<file path="config.mk">
export PLATFORM = sky130hd
export DESIGN_NAME = gate_response_misr
export DESIGN_NICKNAME = d
export VERILOG_FILES = /design/src/rtl/gate_bist_pkg.sv /design/src/rtl/misr_step.sv /design/src/rtl/gate_response_misr.sv
export SDC_FILE = /design/constraint.sdc
export NUM_CORES = 1
export LEC_CHECK = 0
export CORE_MARGIN = 10
export CORE_UTILIZATION = 50
export DETAILED_ROUTE_END_ITERATION = 12
export PLACE_DENSITY = 0.84
export RECOVER_POWER = 50
export SYNTH_ARGS = -nofsm -noshare
export SYNTH_HDL_FRONTEND = slang
export SYNTH_SLANG_ARGS = --single-unit
</file>
<file path="constraint.sdc">
create_clock -name clk -period 3.8 [get_ports clk]
set_clock_uncertainty 0.15 [all_clocks]
set_input_delay 0.38 -clock clk [delete_from_list [all_inputs] [get_ports clk]]
set_output_delay 0.38 -clock clk [all_outputs]
set_load 0.05 [all_outputs]
</file>
<file path="src/rtl/gate_bist_pkg.sv">
// rtl/gate_bist_pkg.sv - shared types and constants for the gate-model BIST sink
package gate_bist_pkg;

    localparam int GATE_OUT_W = 10;

    // x^10 + x^3 + 1, lower coefficients only
    localparam logic [GATE_OUT_W-1:0] GATE_POLY_10 = 10'h009;
    localparam logic [GATE_OUT_W-1:0] GATE_SEED_10 = 10'h000;

    typedef enum logic [1:0] {
        ST_IDLE  = 2'd0,
        ST_RUN   = 2'd1,
        ST_CHECK = 2'd2,
        ST_DONE  = 2'd3
    } bist_state_e;

endpackage

</file>
<file path="src/rtl/misr_step.sv">
// rtl/misr_step.sv - one Galois MISR compaction step (shift, feedback, fold in data)
module misr_step #(
    parameter int WIDTH = 10
) (
    input  logic [WIDTH-1:0] sig_i,
    input  logic [WIDTH-1:0] data_i,
    input  logic [WIDTH-1:0] poly_i,
    output logic [WIDTH-1:0] next_o
);

    assign next_o = {sig_i[WIDTH-2:0], 1'b0}
                  ^ (sig_i[WIDTH-1] ? poly_i : '0)
                  ^ data_i;

endmodule

</file>
<file path="src/rtl/gate_response_misr.sv">
// rtl/gate_response_misr.sv - response compactor: MISR over N vectors, then golden compare
module gate_response_misr
    import gate_bist_pkg::*;
#(
    parameter int                WIDTH = GATE_OUT_W,
    parameter logic [WIDTH-1:0]  POLY  = GATE_POLY_10,
    parameter logic [WIDTH-1:0]  SEED  = GATE_SEED_10,
    parameter int                CNT_W = 16
) (
    input  logic             clk,
    input  logic             rst,
    input  logic             start,
    input  logic             abort,
    input  logic [CNT_W-1:0] num_patterns,
    input  logic [WIDTH-1:0] golden,
    input  logic             resp_valid,
    input  logic [WIDTH-1:0] resp_data,
    output logic             resp_ready,
    output logic             busy,
    output logic             done,
    output logic             pass,
    output logic [WIDTH-1:0] signature,
    output logic [CNT_W-1:0] count
);

    bist_state_e      state_q, state_d;
    logic [WIDTH-1:0] sig_q, sig_d;
    logic [CNT_W-1:0] cnt_q, cnt_d;
    logic [CNT_W-1:0] npat_q, npat_d;
    logic [WIDTH-1:0] golden_q, golden_d;
    logic             pass_q, pass_d;

    logic [WIDTH-1:0] sig_next;
    logic [CNT_W-1:0] cnt_inc;
    logic             accept;

    misr_step #(.WIDTH(WIDTH)) u_misr_step (
        .sig_i  (sig_q),
        .data_i (resp_data),
        .poly_i (POLY),
        .next_o (sig_next)
    );

    assign cnt_inc = cnt_q + CNT_W'(1);
    assign accept  = (state_q == ST_RUN) && resp_valid;

    always_comb begin
        state_d  = state_q;
        sig_d    = sig_q;
        cnt_d    = cnt_q;
        npat_d   = npat_q;
        golden_d = golden_q;
        pass_d   = pass_q;

        case (state_q)
            ST_IDLE, ST_DONE: begin
                if (start && !abort) begin
                    sig_d    = SEED;
                    cnt_d    = '0;
                    npat_d   = num_patterns;
                    golden_d = golden;
                    pass_d   = 1'b0;
                    state_d  = (num_patterns == '0) ? ST_CHECK : ST_RUN;
                end
            end
            ST_RUN: begin
                // The final vector is folded in on the same edge that leaves RUN
                if (accept) begin
                    sig_d = sig_next;
                    cnt_d = cnt_inc;
                    if (cnt_inc == npat_q) begin
                        state_d = ST_CHECK;
                    end
                end
            end
            ST_CHECK: begin
                pass_d  = (sig_q == golden_q);
                state_d = ST_DONE;
            end
            default: state_d = ST_IDLE;
        endcase

        if (abort) begin
            state_d = ST_IDLE;
        end
    end

    always_ff @(posedge clk or posedge rst) begin
        if (rst) begin
            state_q  <= ST_IDLE;
            sig_q    <= SEED;
            cnt_q    <= '0;
            npat_q   <= '0;
            golden_q <= '0;
            pass_q   <= 1'b0;
        end else begin
            state_q  <= state_d;
            sig_q    <= sig_d;
            cnt_q    <= cnt_d;
            npat_q   <= npat_d;
            golden_q <= golden_d;
            pass_q   <= pass_d;
        end
    end

    assign resp_ready = (state_q == ST_RUN);
    assign busy       = (state_q == ST_RUN) || (state_q == ST_CHECK);
    assign done       = (state_q == ST_DONE);
    assign pass       = pass_q;
    assign signature  = sig_q;
    assign count      = cnt_q;

endmodule

</file>
; Word-level counts from Yosys, hierarchy flattened
; Index checks and enable logic that the tools add are counted.
[totals]
regBits = 55
input_bits = 41
out_inout_bits = 30
word_cells = 47
[op_classes]
n_addsub = 1
eq_ne = 10
mux = 15
bitwise_logic = 2
reduce_logical = 13
[ops]
columns = operator, count
row1 = 16-bit two-way mux, 2
row2 = 16-bit one-hot mux with 2 select lines, 1
row3 = 10-bit two-way mux, 2
row4 = 10-bit one-hot mux with 2 select lines, 1
row5 = 10-bit bitwise XOR, 2
row6 = "16-bit by 1-bit adder with 16-bit output, second input constant", 1
row7 = 16-bit equality test, 1
row8 = 16-bit zero test, 1
row9 = 10-bit equality test, 1
row10 = 2-bit two-way mux, 5
row11 = "3-bit by 2-bit inequality test with 1-bit output, second input constant", 2
row12 = 2-bit one-hot mux with 3 select lines, 1
row13 = 3-bit AND reduction, 2
row14 = "2-bit equality test, second input constant", 2
row15 = 4-bit two-way mux, 1
row16 = 2-bit AND reduction, 2
row17 = 2-bit nonzero test, 2
row18 = "3-bit inequality test, second input constant", 1
row19 = "2-bit by 1-bit equality test with 1-bit output, second input constant", 1
row20 = 1-bit logical AND, 2
row21 = 2-bit zero test, 1
row22 = "2-bit by 1-bit inequality test with 1-bit output, second input constant", 1
row23 = "2-bit inequality test, second input constant", 1
row24 = 1-bit one-hot mux with 2 select lines, 1
row25 = 4 further kinds, 4

; Logic depth before layout (Yosys ltp)
[logic_depth]
word_depth = 6
depth_mapped = 9
depth_no_buf = 9

; Modules after synthesis
; Synthesis repeated with hierarchy kept, for this count alone.
[unflattened]
cells_unflattened = 343
hier_area_um2 = 3281.9
[by_module_without_submodules]
columns = mod, n_inst, cells_each, area_per_inst_um2, seq_area_each_um2
row1 = gate_response_misr, 1, 313, 3070.4, 1376.3
row2 = misr_step, 1, 30, 211.5, 0.0

; Worst setup path after synthesis
; OpenSTA, ideal clock, no wires.
[synth_timing]
kind = register -> register
startpoint = register cnt_q[0] (netlist: count[0])
endpoint = register state_q[1]
setup_ps = 125
arrival_ps = 2437
t_required_ps = 3525
path_slack_ps = 1088
stages_incl_launch_ff = 10
n_path_buf = 1
period_less_slack_ps = 2712
cell_sequence = dfrtp_1 -> ha_1 -> and3_1 -> buf_4 -> nand2_4 -> o311ai_2 -> o2111ai_1 -> nor4_2 -> a21oi_2 -> mux2_4
[synth_between]
elab_chain_cells = 4
[synth_rtl]
columns = element, line
row1 = from (decl), gate_response_misr.sv:28  ; logic [CNT_W-1:0] cnt_q, cnt_d;
row2 = from (signal assigned), gate_response_misr.sv:99  ; cnt_q <= cnt_d;
row3 = 16-bit by 1-bit adder with 16-bit output, gate_response_misr.sv:44  ; assign cnt_inc = cnt_q + CNT_W'(1);
row4 = 16-bit equality test, gate_response_misr.sv:71  ; if (cnt_inc == npat_q) begin
row5 = 3-bit by 2-bit inequality test with 1-bit output (no line), -
row6 = 3-bit AND reduction (no line), -
row7 = to (signal assigned), gate_response_misr.sv:97  ; state_q <= state_d;
row8 = to (decl), gate_response_misr.sv:26  ; bist_state_e state_q, state_d;
; Every way passes these cells.
; A chain may end at the register's enable or synchronous reset.

; Final worst setup path
[layout_timing]
startpoint = register state_q[1]
endpoint = output resp_ready
[layout_between]
elab_chain_cells = 1
[layout_rtl]
columns = element, line
row1 = 2-bit by 1-bit equality test with 1-bit output, gate_response_misr.sv:106  ; assign resp_ready = (state_q == ST_RUN);
row2 = to (decl), gate_response_misr.sv:18  ; output logic resp_ready,
; Every way passes these cells.

==> reports/qor.csv <==
metric,value,unit
cts_setup_buffers,0,
synth_cells,314,
antenna_found_initial,0,
yosys.cell_types.count,54,
wirelength,8120,um
io_buffers,70,
grt_busiest_layer,met2,
total_leakage_power,1.60,nW
met2_usage,0.256,
place_area,0.00389,sq mm
post_drt_wl_per_cell,18.1,um
cp_max_fo,12,
drcViolationCount,0,
final_cell_mix,"clkdlybuf4s50_1 (63), dfrtp_1 (55), nand2_1 (36)",
ios,71,
reg2regPathDepth,8,
vdd_drop_max,0.430,mV
finalCritPeriodShare,0.722,
violations,"capacitance limit, slew limit",
critPathKind,flop to primary output,
min-delay-start,pass,
dieArea,0.00994,sq mm
worstSetupEndpointType,primary output,
period_needed,2.74,ns
hpwl,6250,um
multi_input_area,0.00164,sq mm
min_to,pass,
power.switching,1.05,mW
path_clk_slew,0.10,ns
finalSetupViolCount,0,
yosys_register_bits,55,
nets,419,
synth_edf_count,0,
cts_root_buf,clkbuf_8,
track_usage,0.163,
cap_viol_max_count,1,
die_w,99.7,um
reg2reg_from,count[0],
cp.required,3.27,ns
finalPower,2.46,mW
ys.flop_type,dfrtp_1,
cp.arrival,2.21,ns
clock_power_share,0.136,
hold_buffers,0,
grt_pass1_wl,13200,um
grt_start_max_net_pins,43,
grt_pass1_vias,2673,
rsz0062_at_grt,no,
finalHoldViolations,0,
cts_num_sinks,55,
yosysSeqAreaShare,0.433,
fillers,458,
syn_nets,359,
hold_class,flop to flop,
ctsResizeCount,0,
final_common_cell,clkdlybuf4s50_1,
viasPerCell,5.70,
tritoncts,done,
grt_util_met1,0.206,
core_area,0.00606,sq mm
async_flop_share,1.00,
n_antenna_cell,0,
critPathLaunchType,flop,
combPwrFrac,0.478,
synth_area,0.00318,sq mm
overflow,0,
area_growth,25.1,%
max-clock-path-buffers,2,
clk-insertion-delay-late,0.31,ns
status,finished with violations,
htree_num_levels,2,
powerDensity,619,mW/mm^2
avgSynthCellArea,10.1,sq um
initialDrtViolationCount,181,
reg2reg_to,state_q[1],
firstDrtPassIters,4,
die-height,99.7,um
place_congestion,0.935,
drive_above_1_share,0.123,
design_area,0.00398,sq mm
seqPwrFrac,0.386,
report.final.slew_viol_count,43,
rows,28,
ant_nets,0,
max_slew_margin,-0.00543,
seqCellArea,0.00138,sq mm
grt_util_met3,0.0429,
start_util,0.524,
tightest_slew,1.51,ns
hold_depth,1,
swShare,0.427,
vias,2566,
max_freq,364,MHz
cts_inserted_buffers,5,
ys_warn_count,0,
holdWs,0.384,ns
tns,0,ns
timing.reg2reg.setup_slack,1.07,ns
intPower,1.41,mW
-- final cells by class --
| cell class | instances | area share |
|---|---|---|
| Multi-Input combinational cell | 226 | 0.414 |
| Sequential cell | 55 | 0.346 |
| Timing Repair Buffer | 73 | 0.181 |
| Tap cell | 75 | 0.0236 |
| Clock buffer | 5 | 0.0173 |
| Inverter | 13 | 0.0123 |
| Clock inverter | 3 | 0.00598 |
-- how the worst max path moves through the flow --
stage	startpoint	to	slack, ns	depth (start not counted)
2_1_floorplan	count[0]	state_q[1]	1.09	9
6_report	state_q[1]	resp_ready	1.06	3
4_1_cts	state_q[1]	resp_ready	1.05	3
3_3_place_gp	count[0]	state_q[1]	1.21	7
3_5_place_dp	count[0]	state_q[1]	1.14	7
5_1_grt	count[0]	state_q[1]	0.89	8
-- metal layers --
| layer | up-vias | share of wire |
|---|---|---|
| met4 | 0 | 0.016 |
| met1 | 1221 | 0.41 |
| met3 | 11 | 0.087 |
| met5 | - | 0 |
| li1 | 1230 | - |
| met2 | 104 | 0.48 |
-- power groups by stage --
stage	Combinational, mW	Clock, mW	Sequential (mW)
floorplan	0.774	0	1.01
global placement	1.14	0	0.949
detailed placement	1.17	0	0.959
CTS	1.18	0.344	0.948
global route	1.28	0.367	0.971
finish	1.18	0.336	0.950
-- registers in the layout, indices dropped and copies added (netlist names) --
register / cells
state_q: 2
golden_q: 10
npat_q: 16
count: 16
pass: 1
signature: 10
-- per-stage QoR --
| stage | cells | utilization | setup WS (ns) |
|---|---|---|---|
| after floorplan | 314 | - | 1.09 |
| after global placement | 442 | 0.641 | 1.21 |
| after detailed placement | 442 | 0.641 | 1.14 |
| after CTS | 450 | 0.656 | 1.05 |
| after global routing | 450 | 0.656 | 0.889 |
| final | 450 | 0.656 | 1.06 |
-- cells in the mapped netlist, types with 3 or more instances --
master    number  area share
clkbuf_1       7      0.0083
o21ai_0       13       0.020
nor4_1         6       0.012
a21oi_1        6      0.0095
nor3_1         9       0.014
a21o_1         3      0.0071
ha_1           4       0.016
xor2_1         7       0.019
nand2_1       36       0.043
buf_2          5      0.0079
o31ai_1       15       0.035
nand3_1        8       0.013
and3_1         4      0.0079
nand4_1        7       0.014
inv_1         11       0.013
dfrtp_1       55        0.43
buf_4          5       0.012
nor2_1         8      0.0095
xnor2_1       32       0.088
mux2_2        27       0.096
-- critical path: stages, from the launching register on --
cell and delay (ns):
dfrtp_1 0.42, inv_1 0.09, ha_1 0.49, clkdlybuf4s50_1 0.91
-- logic make-up (layout without fill, tap and decap cells) --
logic type | after synthesis | in the layout | synth area share
simple gates | 94 | 94 | 0.154
compound gates | 58 | 58 | 0.129
flops | 55 | 55 | 0.433
xor+xnor | 40 | 40 | 0.113
buf+inv | 33 | 94 | 0.0492
mux | 30 | 30 | 0.107
fa+ha+maj | 4 | 4 | 0.0158
Note: power is estimated with default switching activity, not from simulation.
